`config.mk`:
```
export PLATFORM = sky130hd
export DESIGN_NAME = obf_seqgen_flat
export DESIGN_NICKNAME = d
export VERILOG_FILES = /design/src/rtl/obf_seqgen_pkg.sv /design/src/rtl/obf_seqgen_if.sv /design/src/rtl/obf_seqrom.sv /design/src/rtl/obf_seqgen.sv /design/src/flat_wrapper.sv
export SDC_FILE = /design/constraint.sdc
export NUM_CORES = 1
export LEC_CHECK = 0
export BUFFER_PORTS_ARGS = -buffer_cell sky130_fd_sc_hd__buf_2
export CELL_PAD_IN_SITES_DETAIL_PLACEMENT = 1
export CELL_PAD_IN_SITES_GLOBAL_PLACEMENT = 2
export CORE_UTILIZATION = 30
export DETAILED_ROUTE_END_ITERATION = 10
export GPL_TIMING_DRIVEN = 1
export HOLD_SLACK_MARGIN = 0.08
export MAX_ROUTING_LAYER = met4
export PLACE_DENSITY = 0.76
export SYNTH_ARGS = -nofsm -noshare
export SYNTH_HDL_FRONTEND = slang
export SYNTH_SLANG_ARGS = --single-unit
export TNS_END_PERCENT = 20
```
`constraint.sdc`:
```
create_clock -name clk -period 2.3 [get_ports clk]
set_input_delay 0 -clock clk [delete_from_list [all_inputs] [get_ports clk]]
set_output_delay 0 -clock clk [all_outputs]
set_load 0.1 [all_outputs]
```
`src/rtl/obf_seqgen_pkg.sv`:
```
// -----------------------------------------------------------------------------
// obf_seqgen_pkg
// Shared types, constants and table contents for the obfuscation sequence
// generator (obf_seqgen) and its lookup table (obf_seqrom).
//
// Contents:
//   IDX_W / MAX_SEQ_LEN / LEN_W  index width, longest sequence, count width
//   IDX_INVALID                  all-ones index = unsupported, pass-through
//   obf_mode_e                   per-word merge mode (PASS/ORIG/MRG/MRGD)
//   seq_entry_t                  one table entry {valid, len-1, tmpl[], mode[]}
//   seq_merge()                  builds an output word from template + insn
//   seq_entry_alt0/alt1()        default table contents
//
// Optional feature macro: OBF_SEQ_RANDSEL_EN (adds alternative-1 contents).
// -----------------------------------------------------------------------------
package obf_seqgen_pkg;

  localparam int IDX_W       = 7;
  localparam int MAX_SEQ_LEN = 4;
  localparam int LEN_W       = 2;

  localparam logic [IDX_W-1:0] IDX_INVALID = {IDX_W{1'b1}};
  localparam logic [IDX_W-1:0] IDX_NOP     = 7'd4;
  localparam logic [IDX_W-1:0] IDX_ADD     = 7'd64;
  localparam logic [15:0]      LFSR_SEED   = 16'hACE1;

  localparam logic [31:0] TMPL_NOP = 32'h1500_0000;  // l.nop 0
  localparam logic [31:0] TMPL_ADD = 32'hE000_0000;  // l.add with empty regs
  localparam logic [31:0] TMPL_ORI = 32'hA800_0000;  // l.ori with empty regs

  typedef enum logic [1:0] {
    MODE_PASS = 2'd0,
    MODE_ORIG = 2'd1,
    MODE_MRG  = 2'd2,
    MODE_MRGD = 2'd3
  } obf_mode_e;

  typedef enum logic {
    ST_IDLE = 1'b0,
    ST_EMIT = 1'b1
  } seq_state_e;

  // len holds (number of words - 1)
  typedef struct packed {
    logic                             valid;
    logic [LEN_W-1:0]                 len;
    logic [MAX_SEQ_LEN-1:0][31:0]     tmpl;
    logic [MAX_SEQ_LEN-1:0][1:0]      mode;
  } seq_entry_t;

  // MRG copies rD/rA/rB (bits 25:11) into the template; MRGD copies rD into
  // both the rD and rA fields so the second word operates on rD in place.
  function automatic logic [31:0] seq_merge(input logic [31:0] tmpl,
                                            input logic [1:0]  mode,
                                            input logic [31:0] insn);
    logic [31:0] w;
    case (mode)
      MODE_PASS: w = tmpl;
      MODE_ORIG: w = insn;
      MODE_MRG:  w = tmpl | {6'b0, insn[25:11], 11'b0};
      MODE_MRGD: w = tmpl | {6'b0, insn[25:21], insn[25:21], 16'b0};
      default:   w = insn;
    endcase
    return w;
  endfunction

  function automatic seq_entry_t seq_entry_alt0(input logic [IDX_W-1:0] idx);
    seq_entry_t e;
    e         = '0;
    e.valid   = 1'b1;
    e.mode[0] = MODE_ORIG;
    case (idx)
      IDX_NOP: begin
        e.len     = 2'd1;
        e.tmpl[0] = TMPL_NOP;
        e.tmpl[1] = TMPL_NOP;
        e.mode[0] = MODE_PASS;
        e.mode[1] = MODE_PASS;
      end
      IDX_ADD: begin
        e.len     = 2'd1;
        e.tmpl[0] = TMPL_ADD;
        e.tmpl[1] = TMPL_ORI;
        e.mode[0] = MODE_MRG;
        e.mode[1] = MODE_MRGD;
      end
      IDX_INVALID: begin
        e.valid = 1'b0;
      end
      default: begin
        e.len = 2'd0;
      end
    endcase
    return e;
  endfunction

`ifdef OBF_SEQ_RANDSEL_EN
  // Alternative 1 pads the supported sequences with one more nop.
  function automatic seq_entry_t seq_entry_alt1(input logic [IDX_W-1:0] idx);
    seq_entry_t e;
    e = seq_entry_alt0(idx);
    case (idx)
      IDX_NOP, IDX_ADD: begin
        e.len     = 2'd2;
        e.tmpl[2] = TMPL_NOP;
        e.mode[2] = MODE_PASS;
      end
      default: begin
        e.len = e.len;
      end
    endcase
    return e;
  endfunction
`endif

endpackage

```
`src/rtl/obf_seqgen_if.sv`:
```
// -----------------------------------------------------------------------------
// obf_seqgen_if
// Handshake bundle between the index generator (input side), obf_seqgen and
// the decode stage (output side).
//
// Signals:
//   in_valid/in_ready/in_insn/in_index  fetched insn + obfuscation index
//   flush                               abort current sequence
//   out_valid/out_ready/out_insn        emitted words toward decode
//   out_last/out_obf                    last word of sequence / from table
// Modports:
//   master  environment side (drives inputs, accepts outputs)
//   slave   obf_seqgen side
// -----------------------------------------------------------------------------
interface obf_seqgen_if;
  import obf_seqgen_pkg::*;

  logic             in_valid;
  logic             in_ready;
  logic [31:0]      in_insn;
  logic [IDX_W-1:0] in_index;
  logic             flush;
  logic             out_valid;
  logic             out_ready;
  logic [31:0]      out_insn;
  logic             out_last;
  logic             out_obf;

  modport master (
    output in_valid, in_insn, in_index, flush, out_ready,
    input  in_ready, out_valid, out_insn, out_last, out_obf
  );

  modport slave (
    input  in_valid, in_insn, in_index, flush, out_ready,
    output in_ready, out_valid, out_insn, out_last, out_obf
  );
endinterface

```
`src/rtl/obf_seqrom.sv`:
```
// -----------------------------------------------------------------------------
// obf_seqrom
// Substitution table lookup. The entry for {rd_index[, rd_alt]} is captured
// into entry_q when rd_en is high, so the held entry drives the rest of a
// sequence. The first-word fields of the entry being read are also exposed so
// the caller can register word 0 in the same cycle it accepts the input.
//
// Ports:
//   clk, rst            clock, synchronous active-high reset
//   rd_en               capture the looked-up entry
//   rd_index            obfuscation index
//   rd_alt              alternative select (only with OBF_SEQ_RANDSEL_EN)
//   rd_valid_s/rd_len_s/rd_tmpl0_s/rd_mode0_s  preview of entry being read
//   entry_q             captured entry
// -----------------------------------------------------------------------------
module obf_seqrom
  import obf_seqgen_pkg::*;
(
  input  logic             clk,
  input  logic             rst,
  input  logic             rd_en,
  input  logic [IDX_W-1:0] rd_index,
`ifdef OBF_SEQ_RANDSEL_EN
  input  logic             rd_alt,
`endif
  output logic             rd_valid_s,
  output logic [LEN_W-1:0] rd_len_s,
  output logic [31:0]      rd_tmpl0_s,
  output logic [1:0]       rd_mode0_s,
  output seq_entry_t       entry_q
);

  seq_entry_t rd_entry_s;
  seq_entry_t entry_d;

  // Table read and capture-enable mux
  always_comb begin
`ifdef OBF_SEQ_RANDSEL_EN
    rd_entry_s = rd_alt ? seq_entry_alt1(rd_index) : seq_entry_alt0(rd_index);
`else
    rd_entry_s = seq_entry_alt0(rd_index);
`endif
    entry_d = rd_en ? rd_entry_s : entry_q;
  end

  assign rd_valid_s = rd_entry_s.valid;
  assign rd_len_s   = rd_entry_s.len;
  assign rd_tmpl0_s = rd_entry_s.tmpl[0];
  assign rd_mode0_s = rd_entry_s.mode[0];

  // Entry register
  always_ff @(posedge clk) begin
    if (rst) begin
      entry_q <= '0;
    end else begin
      entry_q <= entry_d;
    end
  end

endmodule

```
`src/rtl/obf_seqgen.sv`:
```
// -----------------------------------------------------------------------------
// obf_seqgen
// Expands each fetched instruction into a functionally equivalent sequence of
// 1..MAX_SEQ_LEN words taken from obf_seqrom. Unsupported indices (all-ones)
// or invalid entries pass the original instruction through once.
//
// Ports:
//   clk   clock
//   rst   synchronous active-high reset
//   bus   obf_seqgen_if.slave: in_valid/in_ready/in_insn/in_index, flush,
//         out_valid/out_ready/out_insn/out_last/out_obf
//
// Optional feature macro: OBF_SEQ_RANDSEL_EN -- a 16-bit LFSR
// (x^16+x^14+x^13+x^11+1, seed 16'hACE1) picks one of two table alternatives
// at input acceptance.
//
// in_ready is registered idle state OR'd with the final handshake of the
// current sequence, which lets a new input be accepted with no bubble.
// -----------------------------------------------------------------------------
module obf_seqgen
  import obf_seqgen_pkg::*;
(
  input  logic       clk,
  input  logic       rst,
  obf_seqgen_if.slave bus
);

  seq_state_e       state_q, state_d;
  logic [LEN_W-1:0] cnt_q, cnt_d;
  logic [31:0]      insn_q, insn_d;
  logic             out_valid_q, out_valid_d;
  logic [31:0]      out_insn_q, out_insn_d;
  logic             out_last_q, out_last_d;
  logic             out_obf_q, out_obf_d;

  logic             hs_s;
  logic             in_ready_s;
  logic             accept_s;
  logic [LEN_W-1:0] nxt_cnt_s;

  logic             rd_valid_s;
  logic [LEN_W-1:0] rd_len_s;
  logic [31:0]      rd_tmpl0_s;
  logic [1:0]       rd_mode0_s;
  seq_entry_t       entry_q;

`ifdef OBF_SEQ_RANDSEL_EN
  logic [15:0] lfsr_q, lfsr_d;
  // LFSR step, runs every cycle
  always_comb begin
    lfsr_d = {lfsr_q[14:0], lfsr_q[15] ^ lfsr_q[13] ^ lfsr_q[12] ^ lfsr_q[10]};
  end
`endif

  assign hs_s       = out_valid_q & bus.out_ready;
  assign in_ready_s = (state_q == ST_IDLE) | (hs_s & out_last_q);
  assign accept_s   = bus.in_valid & in_ready_s & ~bus.flush;
  assign nxt_cnt_s  = cnt_q + {{(LEN_W-1){1'b0}}, 1'b1};

  obf_seqrom u_seqrom (
    .clk        (clk),
    .rst        (rst),
    .rd_en      (accept_s),
    .rd_index   (bus.in_index),
`ifdef OBF_SEQ_RANDSEL_EN
    .rd_alt     (lfsr_q[0]),
`endif
    .rd_valid_s (rd_valid_s),
    .rd_len_s   (rd_len_s),
    .rd_tmpl0_s (rd_tmpl0_s),
    .rd_mode0_s (rd_mode0_s),
    .entry_q    (entry_q)
  );

  // Next-state / next-output logic; flush outranks accept and advance
  always_comb begin
    state_d     = state_q;
    cnt_d       = cnt_q;
    insn_d      = insn_q;
    out_valid_d = out_valid_q;
    out_insn_d  = out_insn_q;
    out_last_d  = out_last_q;
    out_obf_d   = out_obf_q;
    if (bus.flush) begin
      state_d     = ST_IDLE;
      cnt_d       = {LEN_W{1'b0}};
      out_valid_d = 1'b0;
      out_last_d  = 1'b0;
      out_obf_d   = 1'b0;
    end else if (accept_s) begin
      state_d     = ST_EMIT;
      cnt_d       = {LEN_W{1'b0}};
      insn_d      = bus.in_insn;
      out_valid_d = 1'b1;
      if (rd_valid_s) begin
        out_insn_d = seq_merge(rd_tmpl0_s, rd_mode0_s, bus.in_insn);
        out_last_d = (rd_len_s == {LEN_W{1'b0}});
        out_obf_d  = 1'b1;
      end else begin
        out_insn_d = bus.in_insn;
        out_last_d = 1'b1;
        out_obf_d  = 1'b0;
      end
    end else if (hs_s) begin
      if (out_last_q) begin
        state_d     = ST_IDLE;
        cnt_d       = {LEN_W{1'b0}};
        out_valid_d = 1'b0;
        out_last_d  = 1'b0;
        out_obf_d   = 1'b0;
      end else begin
        // out_last stops the count at len, so cnt never wraps
        cnt_d      = nxt_cnt_s;
        out_insn_d = seq_merge(entry_q.tmpl[nxt_cnt_s], entry_q.mode[nxt_cnt_s], insn_q);
        out_last_d = (nxt_cnt_s == entry_q.len);
        out_obf_d  = entry_q.valid;
      end
    end else begin
      state_d = state_q;
    end
  end

  // FSM and output registers
  always_ff @(posedge clk) begin
    if (rst) begin
      state_q     <= ST_IDLE;
      cnt_q       <= {LEN_W{1'b0}};
      insn_q      <= 32'h0;
      out_valid_q <= 1'b0;
      out_insn_q  <= 32'h0;
      out_last_q  <= 1'b0;
      out_obf_q   <= 1'b0;
`ifdef OBF_SEQ_RANDSEL_EN
      lfsr_q      <= LFSR_SEED;
`endif
    end else begin
      state_q     <= state_d;
      cnt_q       <= cnt_d;
      insn_q      <= insn_d;
      out_valid_q <= out_valid_d;
      out_insn_q  <= out_insn_d;
      out_last_q  <= out_last_d;
      out_obf_q   <= out_obf_d;
`ifdef OBF_SEQ_RANDSEL_EN
      lfsr_q      <= lfsr_d;
`endif
    end
  end

  assign bus.in_ready  = in_ready_s;
  assign bus.out_valid = out_valid_q;
  assign bus.out_insn  = out_insn_q;
  assign bus.out_last  = out_last_q;
  assign bus.out_obf   = out_obf_q;

endmodule
```
`src/flat_wrapper.sv`:
```
// flat-port wrapper written by rule: the top's interface ports become plain ports
module obf_seqgen_flat import obf_seqgen_pkg::*;
  (clk, rst, bus_in_valid, bus_in_insn, bus_in_index, bus_flush, bus_out_ready, bus_in_ready, bus_out_valid, bus_out_insn, bus_out_last, bus_out_obf);
  obf_seqgen_if bus_i ();
  input  logic clk;
  input  logic rst;
  input wire logic [$bits(bus_i.in_valid)-1:0] bus_in_valid;
  input wire logic [$bits(bus_i.in_insn)-1:0] bus_in_insn;
  input wire logic [$bits(bus_i.in_index)-1:0] bus_in_index;
  input wire logic [$bits(bus_i.flush)-1:0] bus_flush;
  input wire logic [$bits(bus_i.out_ready)-1:0] bus_out_ready;
  output wire logic [$bits(bus_i.in_ready)-1:0] bus_in_ready;
  output wire logic [$bits(bus_i.out_valid)-1:0] bus_out_valid;
  output wire logic [$bits(bus_i.out_insn)-1:0] bus_out_insn;
  output wire logic [$bits(bus_i.out_last)-1:0] bus_out_last;
  output wire logic [$bits(bus_i.out_obf)-1:0] bus_out_obf;
  assign bus_i.in_valid = bus_in_valid;
  assign bus_i.in_insn = bus_in_insn;
  assign bus_i.in_index = bus_in_index;
  assign bus_i.flush = bus_flush;
  assign bus_i.out_ready = bus_out_ready;
  assign bus_in_ready = bus_i.in_ready;
  assign bus_out_valid = bus_i.out_valid;
  assign bus_out_insn = bus_i.out_insn;
  assign bus_out_last = bus_i.out_last;
  assign bus_out_obf = bus_i.out_obf;
  obf_seqgen u_core (.clk(clk), .rst(rst), .bus(bus_i));
endmodule
```
* Word-level counts from Yosys, hierarchy flattened
Cells that the tools add are included.
** Operators by class
- Add/subtract/negate cells :: 1
- Multipliers :: 0
- Div/mod/pow operators :: 0
- Order comparisons :: 1
- Equal/unequal tests :: 11
- Shift-type cells :: 0
- Multiplexer cells :: 25
- Bitwise logic cells :: 11
- Reductions and logical operators :: 11
** Operators by type and width (number)
- 32-bit one-hot mux with 4 select lines :: 2
- 32-bit two-way mux :: 5
- 32-bit by 26-bit OR with 32-bit output :: 4
- 64-bit one-hot mux with 2 select lines :: 1
- 32-bit binary-select mux with 2-bit select :: 1
- 7-bit equality test (second input constant) :: 2
- 1-bit two-way mux :: 12
- 2-bit equality test (second input constant) :: 4
- 4-bit one-hot mux with 2 select lines :: 1
- 7-bit by 3-bit equality test with 1-bit output (second input constant) :: 1
- 2-bit zero test :: 3
- 1-bit AND :: 4
- 2-bit binary-select mux with 2-bit select :: 1
- 2-bit by 1-bit equality test with 1-bit output (second input constant) :: 2
- 2-bit two-way mux :: 2
- 2-bit AND reduction :: 2
- 2-bit nonzero test :: 2
- 2-bit OR reduction :: 2
- 2-bit by 3-bit less-than comparator with 1-bit output (second input constant) :: 1
- 3-bit AND reduction :: 1
- 3-bit OR reduction :: 1
- 2-bit by 1-bit adder with 2-bit output (second input constant) :: 1
- 2-bit equality test :: 1
- 2-bit inequality test (second input constant) :: 1
- other kinds (2) :: 3
** Word-level totals
- Register bits after elaboration :: 140
- Bits in latches :: 0
- Memory bits (writable) :: 0
- Bits in read-only memories :: 0
- Input bits :: 44
- Output and inout bits :: 36
- Logic and storage cells :: 72
- Memories :: 0

* Depth between registers and ports, before layout
- Word-level depth :: 8
- Gate-level depth with buffers :: 7

* Cells and area by module
A second synthesis with hierarchy kept.
** Second synthesis, totals
- Cells, all modules :: 727
- Area total of the unflattened synthesis :: 6125.9 um^2
** Modules (own cells, without submodules)
- obf_seqgen :: instances 1, cells an instance 529, area an instance 4583.1 um^2, sequential area each 1381.3 um^2
- obf_seqrom :: instances 1, cells an instance 198, area an instance 1542.7 um^2, sequential area each 100.1 um^2

* Worst setup path after synthesis
No wires, ideal clock.
- Kind :: reg-to-reg
- From :: register u_core.out_last_q, in the netlist u_core.bus.out_last
- To :: register u_core.out_insn_q[11], in the netlist u_core.bus.out_insn[11]
- Setup time :: 0.091 ns
- Arrival time :: 2.588 ns
- Required time :: 2.209 ns
- Slack :: -0.379 ns
- Cell stages (with the launch flop) :: 7
- Buffers on the path :: 2
- Clock period less this slack :: 2.679 ns
- Cell sequence :: dfxtp_1 -> a21bo_2 -> nor3b_2 -> buf_6 -> buf_2 -> nand3_1 -> a311oi_1
** On the way
- Word-level cells in the longest chain between the ends :: 6
- Elaborated cells between the ends (all ways) :: 8
** Ends and longest elaborated chain
- start: declaration :: RTL line obf_seqgen.sv:33 : logic out_last_q, out_last_d;
- start signal: assignment :: RTL line obf_seqgen.sv:142 : out_last_q <= out_last_d;
- 1-bit AND (*) :: RTL line obf_seqgen.sv:56 : assign in_ready_s = (state_q == ST_IDLE) | (hs_s & out_last_q);
- 1-bit OR (*) :: RTL line obf_seqgen.sv:56
- named net bus_in_ready :: RTL line flat_wrapper.sv:12 : output wire logic [$bits(bus_i.in_ready)-1:0] bus_in_ready;
- 1-bit AND (*) (2 in series) :: RTL line obf_seqgen.sv:57 : assign accept_s = bus.in_valid & in_ready_s & ~bus.flush;
- 2-bit inequality test (no line) or 2-bit nonzero test (tied branches)
- 3-bit AND reduction (no line)
- end signal: assignment :: RTL line obf_seqgen.sv:141 : out_insn_q <= out_insn_d;
- end: declaration :: RTL line obf_seqgen.sv:32 : logic [31:0] out_insn_q, out_insn_d;
Mark *: on every way through the listed nets, which the timed path passes. The rest lies on a longest branch.
A chain may end at the register's enable or synchronous reset.

* Worst setup path after layout
- From :: register u_core.out_last_q, in the netlist u_core.bus.out_last
- To :: register u_core.out_insn_q[10], in the netlist u_core.bus.out_insn[10]
** On the way
- Word-level cells in the longest chain between the ends :: 6
- Elaborated cells between the ends (all ways) :: 8
** Ends and longest elaborated chain (RTL line)
- 1-bit AND :: obf_seqgen.sv:56
- 1-bit OR :: obf_seqgen.sv:56
- 1-bit AND (2 in series) :: obf_seqgen.sv:57
- 2-bit inequality test (no line) or 2-bit nonzero test (tied branches)
- 3-bit AND reduction (no line)
Several ways; a longest one is shown, not always the timed one.

==> impl_metrics.yaml <==
status:
  status: "completed"
layout:
  nNetsFinal: 538
  synthToLayoutAreaGrowth_pct: 35.3
  drive_above_1_share_pct: 22.6
  n_antenna_cell: 0
  final_cells: 635
min_path:
  hp-class: "in -> reg"
worst_setup_path:
  r2r-start: "u_core.bus.out_last"
  rrSetupSlack_ns: 0.47
  cp_cell_sequence: "a21bo_4 -> nor3b_4 -> buf_4 -> a32oi_1 -> a211oi_1"
  cp.required_ns: 2.55
  crit_end: "u_core.bus.out_insn[10]"
  crit_arrival_ns: 2.09
  critPathBufInv: 1
  cp-end-kind: "register"
  crit_type: "reg -> reg"
  reg2regPathDepth: 5
  cp_top_family: "compound AO/OA/AOI/OAI gates"
  slowest_delay_ns: 0.41
  crit_path_start_kind: "register"
  r2r_end: "u_core.bus.out_insn[10]"
  crit_slowest_cell: "dfxtp_2"
  cp.depth: 5
  critPathLaunch: "u_core.bus.out_last"
  path_max_fanout: 37
logic_synthesis:
  yosysSeqAreaShare_pct: 45.7
  synth_edf_count: 0
  synth_area_leaders: "dfxtp_1 46%, nand2_1 8.4%, a21oi_1 7.3%"
  synth_cell_types: 43
  post-synth-top-area-cell: "dfxtp_1"
  avgSynthCellArea_um2: 8.23
  async_flop_share_pct: 0
  syn_nets: 438
  postSynthCellCount: 394
  syn_area_um2: 3240
  ys_ff_latch: 74
  ys_warn_count: 0
  synth_flop_cell: "dfxtp_1"
  yosysTopAreaCellShare_pct: 45.7
sta:
  final-setup-viol-count: 0
  post-route-worst-setup-slack_ns: 0.466
  rsz0062_at_grt: "false"
  hold_viol_final: 0
  skew_ns: 0.00848
  slew_violations: 0
  setup_tns_ns: 0
  period_minus_slack_ns: 1.83
  slew_headroom_pct: 60.8
  worst-slew-pin-transition_ns: 0.588
  hold-worst-slack_ns: 0.0948
  period_share_pct: 79.7
  fmax_mhz: 545
clock_tree:
  cts_sinks: 74
  cts-htree-levels: 3
  cts.path.max_buffers: 2
  clock-root-buffer: "clkbuf_8"
  cts_made_buffers: 9
  cts_tree: "yes"
  insertion_delay_ns: 0.34
  clkTransAtPathRegs_ns: 0.08
placement:
  dp_slack_ns: 0.483
  port_buffers: 79
  place_congestion: 0.779
  hpwl_mm: 6.59
  dp.cells: 584
routing:
  drc: 0
  drt_iter0_markers: 88
  dr.pass1.iters: 4
  vias_per_cell: 5.10
  wl_per_cell_um: 15.6
  vias: 3240
  drtAntennaViolNets: 0
  wirelength_mm: 9.90
pwr:
  power_w: 0.00343
  p_switching_w: 0.00105
  ir_drop_mv: 0.348
  p_sw_share_pct: 30.8
  p_int_w: 0.00237
  clockPowerShare_pct: 39.0
  leakagePower_nw: 1.69
  power_frac_comb_pct: 20.4
  seqPwrFrac_pct: 40.7
  power.density_nw_per_um2: 781
floorplan:
  ios: 80
  start_util_pct: 31.1
  dieArea_um2: 11200
  fp.dieW_um: 106
  core_area_um2: 10400
  rows: 37
  die_y_um: 106
global_routing:
  grt_pass1_wl_mm: 16.0
  antenna_found_initial: 0
  grt_pass1_vias: 3284
  grt_max_degree: 46
  grt-ovfl-total: 0
  grt_util_all_layers_pct: 18.3
job:
  maxCapViolCount: 0
## worst min path at each step
stage / from / end / cells past startpoint
2_1_floorplan: bus_flush / u_core.state_q / 1
3_3_place_gp: bus_in_insn[27] / u_core.insn_q[27] / 3
3_5_place_dp: bus_in_insn[27] / u_core.insn_q[27] / 3
4_1_cts: bus_in_index[0] / u_core.u_seqrom.entry_q[138] / 4
5_1_grt: bus_in_index[1] / u_core.u_seqrom.entry_q[138] / 4
6_report: bus_in_index[0] / u_core.u_seqrom.entry_q[138] / 4
## cells in the mapped netlist, types with 2 or more instances
cell      instances
nand2b_1          4
a21oi_1          47
nand3_1          13
nor2b_1           3
nor3_1            8
a22oi_1           2
and3_1            2
o21ai_0           2
nand2_1          73
a32oi_1          20
and2_1            2
dfxtp_1          74
clkbuf_1         20
nor3b_1           3
buf_2             9
mux2_1            5
nor2_1           44
buf_1             3
a311oi_1          8
a211oi_1         25
inv_1             3
buf_6             2
a31oi_1           2
## cell usage in the layout, fill, tap and decap left out, types with 2 or more instances in the layout
cell type,count
buf_2,79
nand2_1,73
dfxtp_1,72
a21oi_1,47
nor2_1,44
dlygate4sd3_1,35
a211oi_1,25
a32oi_1,20
nand3_1,13
clkbuf_8,9
a311oi_1,8
nor3_1,8
buf_4,7
mux2_1,5
nand2b_1,4
bufinv_16,4
nor2b_1,3
inv_1,3
nor3b_1,3
and2_1,2
and3_1,2
a22oi_1,2
a31oi_1,2
o21ai_0,2
buf_12,2
dfxtp_2,2
## power by group through the flow
stage	registers (W)	clock network [W]	logic, W
CTS	0.00140	0.00139	0.000701
global route	0.00140	0.00143	0.000740
floorplan	0.00172	0	0.000199
detailed placement	0.00143	0	0.000654
finish	0.00139	0.00134	0.000698
global placement	0.00142	0	0.000647
## logic make-up after synthesis
group	Yosys count	synth area share, %
and+or+nand+nor	159	21.9
AOI/OAI and AO/OA	117	25.1
DFF	74	45.7
buffers and inverters	37	5.09
muxes	5	1.74
xor gates and xnor gates	2	0.540
## worst reg2reg max path, stage by stage (launching register included)
cell and delay (ns):
dfxtp_2 0.41, a21bo_4 0.18, nor3b_4 0.27, buf_4 0.40, a32oi_1 0.21, a211oi_1 0.28
## flip-flops by register name (all words and copies together), names as in the netlist
register	flops
u_core.bus.out_insn	32
u_core.bus.out_last	1
u_core.bus.out_obf	1
u_core.cnt_q	2
u_core.insn_q	32
u_core.state_q	1
u_core.u_seqrom.entry_q	5
## final cells by class
type                    count  area [um2]
multi-input cells         283        1620
well taps                 136         170
repair buffers            123         838
clock inverters             6         138
flip-flops and latches     74        1480
fillers                  1248        6030
clock buffers              10         128
inverters                   3        11.3
## repair_timing
item | in CTS | in global routing
resized for setup | 0 | 0
hold buffers | 35 | 0
setup buffers | 0 | 0
hold endpoints to repair | 60 | 0
## routing by layer
layer  GRT usage (%)  share of wire (%)  vias up
met5               -                  0        -
met4            4.56               0.93        0
met3            2.94                2.6       10
met2            33.3                 51       59
met1            20.9                 46     1554
li1                -                  -     1617
## stage by stage
step                      instance area [um2]  utilization (%)
final                                    4390             42.2
after global routing                     4390             42.2
after CTS                                4390             42.2
after detailed placement                 3770             36.2
after global placement                   3770             36.2
after floorplan                          3250                -
Power figures use the tool's default switching activity.
